<file path="src/rtl/hamming_class_search.sv">
// hamming_class_search: buffers one query hypervector (NUM_FRAMES chunks),
// sweeps every (class, frame) address of the class-vector generator, sums
// the per-class Hamming distance and reports the minimum-distance class.
// Optional feature macro: HAMMING_SEARCH_ALL_DIST_EN adds a dist_all port
// exposing the final distance of every class.
module hamming_class_search #(
  parameter int DI_PARALLEL_W_BITS = 64,
  parameter int NUM_CLASSES        = 8,
  parameter int NUM_FRAMES         = 3,
  parameter int CLASS_ID_W         = 3,
  parameter int FRAME_IDX_W        = 2,
  parameter int DIST_W             = 8
) (
  input  logic                          clk,
  input  logic                          rst,
  input  logic                          query_valid,
  output logic                          query_ready,
  input  logic [DI_PARALLEL_W_BITS-1:0] query_chunk,
  output logic [CLASS_ID_W-1:0]         frame_id,
  output logic [FRAME_IDX_W-1:0]        frame_index,
  input  logic [DI_PARALLEL_W_BITS-1:0] class_vec_in,
  output logic                          result_valid,
  input  logic                          result_ready,
  output logic [CLASS_ID_W-1:0]         result_class,
  output logic [DIST_W-1:0]             result_dist
`ifdef HAMMING_SEARCH_ALL_DIST_EN
  ,
  output logic [NUM_CLASSES*DIST_W-1:0] dist_all
`endif
);

  typedef enum logic [1:0] {
    LOAD   = 2'd0,
    SEARCH = 2'd1,
    DONE   = 2'd2
  } state_t;

  localparam logic [FRAME_IDX_W-1:0] LAST_FRM = FRAME_IDX_W'(NUM_FRAMES - 1);
  localparam logic [CLASS_ID_W-1:0]  LAST_CLS = CLASS_ID_W'(NUM_CLASSES - 1);

  state_t                          state, state_nxt;
  logic [DI_PARALLEL_W_BITS-1:0]   query_buf [NUM_FRAMES];
  logic [FRAME_IDX_W-1:0]          load_cnt;
  logic [CLASS_ID_W-1:0]           cls;
  logic [FRAME_IDX_W-1:0]          frm;
  logic [DIST_W-1:0]               acc;
  logic [DIST_W-1:0]               best_dist;
  logic [CLASS_ID_W-1:0]           best_cls;
  logic [DIST_W-1:0]               pc;
  logic [DIST_W-1:0]               sum;
  logic                            sum_lt;
  logic                            last_frm;
  logic                            last_cls;
  logic                            load_last;

  // Number of set bits in a chunk, already at distance width.
  function automatic logic [DIST_W-1:0] popcount(input logic [DI_PARALLEL_W_BITS-1:0] v);
    logic [DIST_W-1:0] c;
    c = '0;
    for (int i = 0; i < DI_PARALLEL_W_BITS; i++) begin
      c = c + DIST_W'(v[i]);
    end
    return c;
  endfunction

  // Per-cycle distance contribution and running class sum.
  always_comb begin
    pc        = popcount(query_buf[frm] ^ class_vec_in);
    sum       = acc + pc;
    sum_lt    = (sum < best_dist);
    last_frm  = (frm == LAST_FRM);
    last_cls  = (cls == LAST_CLS);
    load_last = query_valid && (load_cnt == LAST_FRM);
  end

  // State register.
  always_ff @(posedge clk) begin
    if (rst) state <= LOAD;
    else     state <= state_nxt;
  end

  // Next-state and handshake outputs.
  always_comb begin
    state_nxt   = state;
    query_ready = 1'b0;
    case (state)
      LOAD: begin
        query_ready = 1'b1;
        if (load_last) state_nxt = SEARCH;
      end
      SEARCH: begin
        if (last_frm && last_cls) state_nxt = DONE;
      end
      DONE: begin
        if (result_ready) state_nxt = LOAD;
      end
      default: state_nxt = LOAD;
    endcase
  end

  assign frame_id    = cls;
  assign frame_index = frm;

  // Query buffering, address sweep, accumulation and result registers.
  always_ff @(posedge clk) begin
    if (rst) begin
      for (int i = 0; i < NUM_FRAMES; i++) query_buf[i] <= '0;
      load_cnt     <= '0;
      cls          <= '0;
      frm          <= '0;
      acc          <= '0;
      best_dist    <= '0;
      best_cls     <= '0;
      result_valid <= 1'b0;
      result_class <= '0;
      result_dist  <= '0;
    end else begin
      case (state)
        LOAD: begin
          if (query_valid) begin
            query_buf[load_cnt] <= query_chunk;
            if (load_cnt == LAST_FRM) begin
              load_cnt  <= '0;
              cls       <= '0;
              frm       <= '0;
              acc       <= '0;
              best_dist <= '1;
              best_cls  <= '0;
            end else begin
              load_cnt <= load_cnt + 1'b1;
            end
          end
        end
        SEARCH: begin
          if (!last_frm) begin
            acc <= sum;
            frm <= frm + 1'b1;
          end else begin
            // Strict compare keeps the lowest class index on ties.
            if (sum_lt) begin
              best_dist <= sum;
              best_cls  <= cls;
            end
            acc <= '0;
            frm <= '0;
            if (last_cls) begin
              cls          <= '0;
              result_valid <= 1'b1;
              result_class <= sum_lt ? cls : best_cls;
              result_dist  <= sum_lt ? sum : best_dist;
            end else begin
              cls <= cls + 1'b1;
            end
          end
        end
        DONE: begin
          if (result_ready) result_valid <= 1'b0;
        end
        default: ;
      endcase
    end
  end

`ifdef HAMMING_SEARCH_ALL_DIST_EN
  // Per-class final distances, cleared when a new sweep starts.
  always_ff @(posedge clk) begin
    if (rst) begin
      dist_all <= '0;
    end else if (state == LOAD && load_last) begin
      dist_all <= '0;
    end else if (state == SEARCH && last_frm) begin
      dist_all[int'(cls)*DIST_W +: DIST_W] <= sum;
    end
  end
`endif

endmodule

</file>
<file path="config.mk">
export PLATFORM = sky130hd
export DESIGN_NAME = hamming_class_search
export DESIGN_NICKNAME = d
export VERILOG_FILES = /design/src/rtl/hamming_class_search.sv
export SDC_FILE = /design/constraint.sdc
export NUM_CORES = 1
export LEC_CHECK = 0
export BUFFER_PORTS_ARGS = -buffer_cell sky130_fd_sc_hd__clkbuf_2
export CAP_MARGIN = 20
export CORE_UTILIZATION = 50
export CTS_BUF_LIST = sky130_fd_sc_hd__clkbuf_4 sky130_fd_sc_hd__clkbuf_8 sky130_fd_sc_hd__clkbuf_16
export DETAILED_ROUTE_END_ITERATION = 7
export PLACE_DENSITY = 0.74
export SKIP_LAST_GASP = 1
export SYNTH_ARGS = -nofsm -noshare
export SYNTH_HDL_FRONTEND = slang
export SYNTH_SLANG_ARGS = --single-unit
</file>
<file path="constraint.sdc">
create_clock -name clk -period 11.8 [get_ports clk]
set_clock_uncertainty 0.15 [all_clocks]
set_input_delay 0.59 -clock clk [delete_from_list [all_inputs] [get_ports clk]]
set_output_delay 0.59 -clock clk [all_outputs]
set_load 0.02 [all_outputs]
</file>
==> flow_metrics.tcl <==
set metrics [dict create \
    min_period_ns 9.71 \
    cpMaxStageDelayCell "dfxtp_4" \
    cell_area_synth_um2 14800 \
    achievable-frequency_mhz 103 \
    dieArea_um2 30200 \
    drt_wl_total_mm 31.4 \
    via_count 8186 \
    fp-row-count 62 \
    globalplace.congestion 0.849 \
    critical_path.max_fanout 39 \
    synth_top_flop_cell "edfxtp_1" \
    remaining_drc_errors 0 \
    post_cts_hold_buffer_count 0 \
    layout_cell_share_with_drive_strength_beyond_1_pct 25.9 \
    nets 1348 \
    synthesized_area_fraction_occupied_by_ao_oa_aoi_and_oai_cells_pct 3.26 \
    worst_slew_pin_slew_ns 1.02 \
    critical_path.most_common_cell "fa_1" \
    wl_per_cell_um 20.5 \
    yosys.area_share.xor_xnor_pct 4.15 \
    vias_per_cell 5.33 \
    total_clock_buffers_created_by_cts 31 \
    grt_setup_unrepaired "false" \
    bufs_on_longest_clock_path 3 \
    drtIter0Drc 642 \
    post_cts.repair.setup_buffers 0 \
    slew_margin_rel_pct 32.1 \
    period_share_pct 82.3 \
    critPathCaptureType "flop" \
    edff_count_synth 256 \
    synth_top_family_by_area "simple AND/OR/NAND/NOR gates" \
    crit_type "reg -> reg" \
    most-common-layout-cells "edfxtp_1, and2_1, clkbuf_2, mux4_2, inv_1" \
    antenna_left 0 \
    synth-async-reset-ratio_pct 0 \
    maximum_number_of_pins_on_one_net_before_global_route_repair 66 \
    setup_tns_ns 0 \
    root_buffer "clkbuf_16" \
    firstDrtPassIters 5 \
    io_pins 150 \
    start_util_pct 51.1 \
    die_h_um 174 \
    number_of_resized_instances_in_the_post_cts_repair_step 0 \
    yosysWarnings 0 \
    cp.arrival_ns 10.02 \
    clock_sinks 298 \
    mappedNetlistNets 1203 \
    synth_seq_cells 298 \
    hold_start "query_chunk[48]" \
    final_common_cell "edfxtp_1" \
    floorplan.die.width_um 174 \
    grt_pass1_vias 8808 \
    antenna_found_initial 3 \
    synth-seq-area-share_pct 57.8 \
    place.detailed.hpwl_mm 20.4 \
    tritoncts "yes" \
    run_status "finished clean" \
    core-area_um2 28900 \
    io_buffers 149 \
    synthCells 982 \
    finalHoldViolations 0 \
    drv_slew 0 \
    hold_path.class "in -> reg" \
    crit_path_max_incr_delay_ns 0.90 \
    report.final.setup_viol 0 \
    clkLatencyLatePin_ns 0.58 \
    synth_mux_area_share_pct 9.83 \
    setup.worst_path.start_class "flop" \
    synth-simple-area-share_pct 11.8 \
    clk_pin_slew_worst_paths_ns 0.06 \
    gr-total-overflow 0 \
    crit_required_ns 12.11 \
    track_usage_pct 21.4 \
    areaGrowthSynthToFinish_pct 14.7 \
    synth_cell_type_count 54 \
    grt_pass1_wl_mm 48.8 \
    synthesized_area_divided_by_synthesized_cell_count_um2 15.0 \
    synth-adder-area-share_pct 10.4 \
    htree_depth 1 \
    max_cap_check_violation_count 0 \
]
registers in the layout (all words and copies together), names as in the netlist, named ones only:
name	flops
result_valid	1
frame_index	2
frame_id	3
best_dist	8
best_cls	3
result_class	3
load_cnt	2
query_buf	256
state	2
acc	8
result_dist	8
path summary, 6_finish.rpt:
path / end / slack (ns) / cells past startpoint
max reg2reg: best_dist[1] / 2.09 / 27
min reg2reg: result_dist[0] / 0.31 / 2
min: query_buf[3][48] / 0.07 / 1
max: best_dist[1] / 2.09 / 27
worst max-delay path, delay by kind of cell, from the launching register on:
family                   cells  cell delay, ns
buffers and inverters        5            0.65
multiplexers                 1            0.54
XOR/XNOR                     2            0.48
flip-flops                   1            0.90
adder cells (fa/ha/maj)     10            4.88
AND/OR/NAND/NOR              5            0.94
AO/OA/AOI/OAI                4            1.01
cells by family after synthesis:
group / Yosys count
AO/OA/AOI/OAI: 63
XOR/XNOR: 70
adder cells (fa/ha/maj): 89
buffers and inverters: 105
flip-flops: 298
multiplexers: 65
AND/OR/NAND/NOR: 292
routing by layer:
metal | vias to the layer above | share of wire [%] | global-route usage, %
met2 | 244 | 50 | 37.7
met4 | 2 | 2.8 | 6.18
li1 | 3812 | - | -
met5 | - | 0.035 | 0
met3 | 61 | 4.9 | 3.29
met1 | 4067 | 42 | 27.3
layout make-up:
cell class	instances	area [um^2]
fill	2274	11900
sequential	298	8530
multi-input combinational	579	5850
timing repair buffer	159	833
clock buffer	35	806
tap	384	480
inverter	58	218
clock inverter	22	200
antenna	1	2.50
synth_stat cells, types with 4 or more instances:
| cell | number | area [um^2] |
|---|---|---|
| fa_1 | 56 | 1120 |
| clkbuf_1 | 32 | 120 |
| inv_1 | 58 | 218 |
| xnor2_1 | 25 | 219 |
| mux4_2 | 64 | 1440 |
| nor2b_1 | 7 | 43.8 |
| buf_2 | 10 | 50.1 |
| a22oi_1 | 8 | 60.1 |
| xor2_1 | 45 | 394 |
| a311oi_1 | 7 | 61.3 |
| nand2_1 | 27 | 101 |
| edfxtp_1 | 256 | 7690 |
| ha_1 | 33 | 413 |
| and2_1 | 192 | 1200 |
| nand3b_1 | 4 | 30.0 |
| a21oi_1 | 16 | 80.1 |
| dfxtp_1 | 42 | 841 |
| o221a_2 | 7 | 78.8 |
| nor2_1 | 33 | 124 |
stage by stage:
step | setup WS [ns] | cells | utilization, % | hold slack, ns | area, um^2
global route | 1.48 | 1535 | 58.6 | 0.0569 | 16900
finish | 2.09 | 1536 | 58.7 | 0.0698 | 16900
detailed placement | 1.98 | 1478 | 55.2 | 0.309 | 15900
CTS | 1.99 | 1535 | 58.6 | 0.0476 | 16900
floorplan | 3.06 | 982 | - | 0.309 | 14800
global placement | 2.12 | 1478 | 55.2 | 0.294 | 15900
Power is left out: the tool's default activity adds up to more than one toggle a clock period on the data nets, which glitch-free logic cannot reach.
